$ cat config.mk
export PLATFORM = sky130hd
export DESIGN_NAME = seq_stream_tx
export DESIGN_NICKNAME = d
export VERILOG_FILES = /design/src/rtl/seq_pkg.sv /design/src/rtl/seq_buf.sv /design/src/rtl/seq_stream_tx.sv
export SDC_FILE = /design/constraint.sdc
export NUM_CORES = 1
export LEC_CHECK = 0
export CORE_ASPECT_RATIO = 0.8
export CORE_MARGIN = 8
export CORE_UTILIZATION = 53
export CTS_CLUSTER_DIAMETER = 50
export DETAILED_ROUTE_END_ITERATION = 16
export GPL_ROUTABILITY_DRIVEN = 0
export GPL_TIMING_DRIVEN = 0
export PLACE_DENSITY = 0.75
export SYNTH_ARGS = -nofsm -noshare
export SYNTH_HDL_FRONTEND = slang
export SYNTH_HIERARCHICAL = 1
export SYNTH_SLANG_ARGS = --single-unit
$ cat constraint.sdc
create_clock -name clk -period 3.43 [get_ports clk]
set_input_delay 0.343 -clock clk [delete_from_list [all_inputs] [get_ports clk]]
set_output_delay 0.343 -clock clk [all_outputs]
set_load 0.03 [all_outputs]
$ cat src/rtl/seq_pkg.sv
// rtl/seq_pkg.sv - shared types and defaults for the sequence transmitter
package seq_pkg;

  typedef enum logic [1:0] {
    IDLE   = 2'd0,
    STREAM = 2'd1,
    DONE   = 2'd2
  } seq_state_t;

  localparam int SEQ_DATA_WIDTH = 32;
  localparam int SEQ_DEPTH      = 8;

  // Width able to hold the values 0..depth inclusive.
  function automatic int cnt_width(input int depth);
    return $clog2(depth + 1);
  endfunction

endpackage

$ cat src/rtl/seq_buf.sv
// rtl/seq_buf.sv - element storage with one write port and a combinational read port
module seq_buf #(
  parameter int DATA_WIDTH = 32,
  parameter int DEPTH      = 8
) (
  input  logic                     clk,
  input  logic                     we,
  input  logic [$clog2(DEPTH)-1:0] widx,
  input  logic [DATA_WIDTH-1:0]    wdata,
  input  logic [$clog2(DEPTH)-1:0] ridx,
  output logic [DATA_WIDTH-1:0]    rdata
);

  logic [DATA_WIDTH-1:0] r_mem [DEPTH];

  always_ff @(posedge clk) begin
    if (we) r_mem[widx] <= wdata;
  end

  assign rdata = r_mem[ridx];

endmodule

$ cat src/rtl/seq_stream_tx.sv
// rtl/seq_stream_tx.sv - buffers up to DEPTH words and replays them once as a framed stream
module seq_stream_tx
  import seq_pkg::*;
#(
  parameter int DATA_WIDTH = SEQ_DATA_WIDTH,
  parameter int DEPTH      = SEQ_DEPTH
) (
  input  logic                          clk,
  input  logic                          resetn,
  input  logic                          wr_en,
  input  logic [DATA_WIDTH-1:0]         wr_data,
  output logic                          wr_ready,
  output logic [cnt_width(DEPTH)-1:0]   count,
  input  logic                          start,
  output logic                          busy,
  output logic                          out_valid,
  input  logic                          out_ready,
  output logic [DATA_WIDTH-1:0]         out_data,
  output logic                          out_first,
  output logic                          out_last,
  output logic                          done
);

  localparam int CW = cnt_width(DEPTH);
  localparam int IW = $clog2(DEPTH);

  seq_state_t      r_state;
  logic [CW-1:0]   r_count;
  logic [IW-1:0]   r_rd_idx;

  logic                  w_wr_ready;
  logic                  w_wr_accept;
  logic                  w_start;
  logic                  w_xfer;
  logic                  w_is_last;
  logic [DATA_WIDTH-1:0] w_rdata;

  assign w_wr_ready  = (r_state == IDLE) && (r_count < CW'(DEPTH));
  assign w_wr_accept = wr_en && w_wr_ready;
  // Uses the pre-write count, so a write into an empty buffer cannot start a sequence.
  assign w_start     = (r_state == IDLE) && start && (r_count != '0);
  assign w_xfer      = (r_state == STREAM) && out_ready;
  assign w_is_last   = (CW'(r_rd_idx) == (r_count - CW'(1)));

  seq_buf #(
    .DATA_WIDTH (DATA_WIDTH),
    .DEPTH      (DEPTH)
  ) u_buf (
    .clk   (clk),
    .we    (w_wr_accept),
    .widx  (r_count[IW-1:0]),
    .wdata (wr_data),
    .ridx  (r_rd_idx),
    .rdata (w_rdata)
  );

  always_ff @(posedge clk) begin
    if (!resetn) begin
      r_state  <= IDLE;
      r_count  <= '0;
      r_rd_idx <= '0;
    end else begin
      if (w_wr_accept) r_count <= r_count + CW'(1);
      case (r_state)
        IDLE: begin
          if (w_start) begin
            r_state  <= STREAM;
            r_rd_idx <= '0;
          end
        end
        STREAM: begin
          if (w_xfer) begin
            r_rd_idx <= r_rd_idx + IW'(1);
            if (w_is_last) r_state <= DONE;
          end
        end
        DONE: begin
          r_state  <= IDLE;
          r_count  <= '0;
          r_rd_idx <= '0;
        end
        default: r_state <= IDLE;
      endcase
    end
  end

  assign wr_ready  = w_wr_ready;
  assign count     = r_count;
  assign busy      = (r_state != IDLE);
  assign out_valid = (r_state == STREAM);
  assign out_data  = out_valid ? w_rdata : '0;
  assign out_first = out_valid && (r_rd_idx == '0);
  assign out_last  = out_valid && w_is_last;
  assign done      = (r_state == DONE);

endmodule
Yosys cells after proc, flatten, opt, wreduce, memory -nomap -nowiden
Memory sizes are Yosys's and may differ from the RTL's. A register that Yosys moved wholly into a read port is not among the register bits.
Index checks and enable logic that the tools add are counted.

operators by class
  reductions and logical operators = 15
  mux-type cells = 12
  equal/unequal tests = 6
  bitwise gates (word level) = 1
  divide/modulo/power cells = 0
  add/sub/neg operators = 3
  shifts and indexed selects = 0
  multipliers = 0
  order comparisons = 1

operators by type and width
  cell                                                                      count
  32-bit two-way mux                                                        1
  3-bit two-way mux                                                         4
  3-bit case mux with 3 select lines                                        1
  1-bit logical AND                                                         7
  2-bit two-way mux                                                         3
  3-bit AND reduction                                                       2
  4-bit by 1-bit adder with 4-bit output (second input constant)            1
  3-bit by 4-bit equality test with 1-bit output                            1
  4-bit < comparator (second input constant)                                1
  2-bit by 1-bit inequality test with 1-bit output (second input constant)  2
  2-bit case mux with 2 select lines                                        1
  4-bit nonzero test                                                        1
  4-bit by 1-bit subtractor with 4-bit output (second input constant)       1
  3-bit by 1-bit adder with 3-bit output (second input constant)            1
  3-bit zero test                                                           1
  3-bit nonzero test                                                        1
  2-bit by 1-bit equality test with 1-bit output (second input constant)    1
  2-bit equality test (second input constant)                               1
  2-bit zero test                                                           1
  1-bit two-way mux                                                         2
  2-bit inequality test (second input constant)                             1
  2-bit nonzero test                                                        1
  2-bit OR reduction                                                        1
  1-bit NOT                                                                 1

storage, ports and cells
  register bits after elaboration = 9
  bits in latches = 0
  RAM bits = 256
  memories = 1
  ROM bits = 0

memory list
  name         words  bits a word  read ports  clocked after Yosys merged registers in  wr ports  line           source
  u_buf.r_mem  8      32           1           1                                        1         seq_buf.sv:14  logic [DATA_WIDTH-1:0] r_mem [DEPTH];

Longest topological paths before layout
  depth in word-level cells = 7
  mapped depth = 7

Modules after synthesis
The synthesis kept the hierarchy.

modules (own cells, without submodules)
  module         cells each  area an instance (um2)  times used  sequential area each (um2)
  seq_buf        383         9825.7                  1           7687.4
  seq_stream_tx  117         920.9                   1           180.2

Worst setup path after synthesis
Ideal clock, no wire load.

  path kind = register to register
  start = register r_state[1]
  end = memory u_buf.r_mem[4][0], enable pin
  data required time = 2.969 ns
  arrival = 3.340 ns
  path slack = -0.371 ns
  buffers on the path = 1
  clock period less this slack = 3.801 ns
  stages on the path, launching flop included = 7
  cell sequence = dfxtp_1 > inv_1 > ha_1 > and3b_2 > buf_2 > nand2_1 > nor3_1

between the ends
  cells in the longest elaborated chain, start to end = 5

ends and longest elaborated chain
  what                                     line                 source
  start, declared                          seq_stream_tx.sv:27  seq_state_t r_state;
  start signal, assigned                   seq_stream_tx.sv:59  r_state <= IDLE;
  start signal, assigned                   seq_stream_tx.sv:67  r_state <= STREAM;
  start signal, assigned                   seq_stream_tx.sv:74  if (w_is_last) r_state <= DONE;
  2-bit zero test                          seq_stream_tx.sv:38  assign w_wr_ready = (r_state == IDLE) && (r_count < CW'(DEPTH));
  1-bit logical AND                        seq_stream_tx.sv:38
  1-bit logical AND                        seq_stream_tx.sv:39  assign w_wr_accept = wr_en && w_wr_ready;
  via w_wr_accept                          seq_stream_tx.sv:32  logic w_wr_accept;
  1-bit two-way mux                        seq_buf.sv:17        if (we) r_mem[widx] <= wdata;
  1-bit two-way mux (not written as such)  seq_buf.sv:17
  end, declared                            seq_buf.sv:14

The timed path passes the listed nets, and every way through them passes these cells.

==> metrics.md <==
| Metric | Value |
|---|---|
| Length of the first detailed-routing pass in iterations | 4 |
| Count of nets after finishing | 661 |
| Setup Skew | 0.0128 ns |
| Area of the mapped netlist | 10700 um2 |
| Post-Synth Simple-Gate Area | 0.0399 |
| Number of global-route vias before repair | 5443 |
| Overall die width | 175 um |
| Synth Net Count | 546 |
| Worst R2R Setup Slack | 0.80 ns |
| Outcome | finished clean |
| Share of layout cells above drive strength 1 | 0.220 |
| IO Pins | 79 |
| Count of synthesis-stage warnings from yosys | 6 |
| Post-DP HPWL | 13.2 mm |
| Number of buffers on the longest clock path | 3 |
| Category of the most critical setup path | reg -> out |
| Synthesized netlist cell count | 500 |
| Dominant combinational cell family by area after synthesis | multiplexers |
| Drt total wl | 21.4 mm |
| Most area-consuming cells after synthesis | edfxtp_1 72%, mux4_1 9.8%, mux4_2 5.0%, mux2_2 3.4%, and2_1 1.9% |
| Adder-cell share of the synthesized area | 0.0105 |
| End point of the most critical hold path | r_state[1] |
| Startpoint of the most critical register-to-register path | r_state[1] |
| Detail Route Antenna Nets | 0 |
| Port-buffer cells | 78 |
| Max-Cap Viols | 0 |
| Max FO, Critical Path | 10 |
| Maximum number of pins on one net before global-route repair | 24 |
| Top delay family on crit path | buffers and inverters |
| Clock-pin transition on the worst setup and hold timing paths | 0.06 ns |
| RSZ-0062 raised after global routing | yes |
| Area of the core | 19900 um2 |
| Cell-by-cell trace of the critical path | buf_1 > buf_1 > mux2_2 > and2_1 > clkdlybuf4s50_1 |
| Worst voltage drop across the vdd grid | 0.470 mV |
| Cell occurring most often along the worst timing path | buf_1 |
| Register bit count reported by yosys | 265 |
| Worst Path Required | 3.09 ns |
| Initial antenna violation count | 0 |
| Area Growth Syn to Fin | 20.8% |
| Buf/Inv on CP | 3 |
| CTS H-tree lvls | 1 |
| Portion of total power attributed to the clock network | 0.316 |
| Logic gate share of total power | 0.209 |
| TritonCTS clock tree | done |
| Sequential share of power | 0.475 |
| EDFF count, synth | 256 |
| Share of Yosys cell area claimed by the top area cell type | 0.715 |
| Largest area contributor in the netlist | edfxtp_1 |
| P_sw | 0.00214 W |
| Initial Utilization | 0.541 |
| Setup violation total in the final timing report | 0 |
| Overall fraction of global-route tracks in use | 0.171 |
| Average vias per placed instance | 5.79 |
| Register-to-Register Path Depth | 8 |
| Buffer type at the clock tree root | clkbuf_16 |
| Number of buffers added by the clock tree synthesis step | 25 |
| Total via count after detailed routing | 5190 |
| First-pass GRT wire length | 32.2 mm |
| Leakage power total | 4.45 nW |
| Critical-path cell with the highest stage delay | buf_1 |
| Congestion Overflow GR | 0 |
| Total power consumption of the routed design | 0.00808 W |
| Routed len/inst | 23.8 um |
| Startpoint types | register |
| Average footprint of a synthesized cell | 21.5 um2 |
| Number of placed cells counting well taps | 852 |
| Post-route fraction of the period consumed by the critical path | 0.979 |
| Kind of end point of the critical path | output port |
| Transition time at the pin with the least slew margin | 0.757 ns |
| Number of placement rows | 46 |
| Max-slew headroom at the worst pin | 0.494 |
| Maximum operating frequency | 298 MHz |
| Full die area | 25100 um2 |
| Count of pins over their slew limit | 0 |
| Switch share | 0.264 |
| Hold path cells | 3 |
| Insertion delay of the later-clocked pin in the worst-skew pair | 0.53 ns |
| Asr flop ratio synth | 0 |
| Arr. time, crit path | 3.01 ns |
| Post-route insts no fill | 896 |
| Largest stage delay, worst path | 0.59 ns |
| Endpoint of the worst register-to-register path | u_buf/r_mem[0][10] |
| Register area share after synthesis | 0.732 |
| Crit path launch | r_rd_idx[1] |
| 1st-iter DRT viols | 299 |
| Ratio of total power to cell area | 623 nW/um2 |
| CTS sink count | 265 |
| Type of the tightest min-delay check | in -> reg |
| Complex-gate fraction of the synthesized area | 0.00966 |
| DIE HEIGHT | 143 um |
| Post-synthesis mux area share | 0.184 |
| Tmin final | 3.36 ns |
| Number of post-CTS setup repair buffers | 0 |
| Unique masters post-synth | 37 |
| Most used DFF post-synth | edfxtp_1 |
| Hold violation count in the final report | 0 |
| Fraction of synthesized cell area in xor and xnor cells | 0.00407 |
| Inserted Diodes | 0 |
| Internal power summed over all cells | 0.00595 W |
| Launch point of the worst hold path | out_ready |
| DRC viols | 0 |
## cell type report
cell class	instances	area, um2
Multi-Input combinational cell	199	2740
Fill cell	1331	6870
Tap cell	264	330
Inverter	11	41.3
Buffer	25	181
Clock buffer	30	644
Timing Repair Buffer	88	1070
Sequential cell	265	7870
Clock inverter	14	113
## per-layer routing
layer	vias up	track usage	wire length (um)
met5	-	0	0
met4	0	0.0343	351
met3	33	0.0336	1400
met2	162	0.284	10300
met1	2697	0.234	9280
li1	2298	-	-
## state kept, by name, summed over array words and instances (netlist names)
register and count:
u_buf/r_mem 256, count 4, r_rd_idx 3, r_state 2
## kinds of logic (layout without fill, tap and decap cells)
kind of cell             count (synthesis)  after routing
AND/OR/NAND/NOR                         72             72
multiplexers                            99             99
AO/OA/AOI/OAI                           14             14
XOR/XNOR                                 5              5
flip-flops                             265            265
buffers and inverters                   36            168
adder cells (fa/ha/maj)                  9              9
## metrics by stage
stage / utilization / setup TNS [ns] / hold WS, ns / setup WS, ns / instance area [um2]
6_report: 0.654 / 0 / 0.478 / 0.0737 / 13000
5_1_grt: 0.654 / -0.00174 / 0.501 / -0.00174 / 13000
4_1_cts: 0.651 / 0 / 0.465 / 0.00394 / 12900
3_5_place_dp: 0.613 / 0 / 0.490 / 0.435 / 12200
3_3_place_gp: 0.598 / -239.09 / 0.466 / -1.08 / 11900
2_1_floorplan: - / 0 / 0.442 / 0.486 / 10800
## power groups by stage
stage               clock network, W  logic, W  registers, W
finish                       0.00256   0.00169       0.00384
global route                 0.00273   0.00179       0.00386
global placement                   0   0.00157       0.00391
detailed placement                 0   0.00171       0.00391
floorplan                          0  0.000994       0.00391
CTS                          0.00261   0.00172       0.00384
## placed cells by master, fill, tap and decap left out, types with 2 or more instances in the layout
cell and instances:
mux4_2 24, nor2_4 6, a21oi_1 3, nor2_1 11
buf_6 8, dfxtp_2 3, nand2_1 5, edfxtp_1 256
o21ai_0 4, clkbuf_1 6, buf_16 6, dlymetal6s2s_1 17
inv_1 11, clkbuf_4 3, buf_1 2, buf_12 4
clkinv_2 4, xnor2_1 5, and2_1 32, ha_1 9
nor3_4 3, mux2_2 32, nand2b_1 5, clkbuf_2 5
nor3b_1 2, clkinv_1 5, mux2i_1 3, mux4_1 40
buf_2 5, clkinvlp_4 2, dlygate4sd2_1 2, dfxtp_1 6
clkdlybuf4s50_1 59, clkbuf_16 25
## synthesized netlist by cell type (5+ instances only)
master and n:
buf_6 8, clkbuf_1 5, nand2b_1 5, edfxtp_1 256, dfxtp_1 9, inv_1 11, mux2_2 32, buf_2 7
mux4_2 24, nor2_1 17, and2_1 32, xnor2_1 5, ha_1 9, mux4_1 40, nand2_1 5
## tightest hold or removal path, delay by kind of cell
family                 cells  cell delay (ns)
AO/OA/AOI/OAI              2             0.17
buffers and inverters      1             0.44
## worst max path at each step
stage | cells after the start | end
2_1_floorplan | 6 | u_buf/r_mem[7][0]
3_3_place_gp | 5 | u_buf/r_mem[2][4]
3_5_place_dp | 6 | out_data[21]
4_1_cts | 5 | out_data[9]
5_1_grt | 6 | out_data[18]
6_report | 5 | out_data[18]
## timing repair
item	in CTS	in global routing
gates resized for setup	6	26
setup endpoints to repair	32	29
hold buffers	0	0
(Power assumes the default switching activity.)
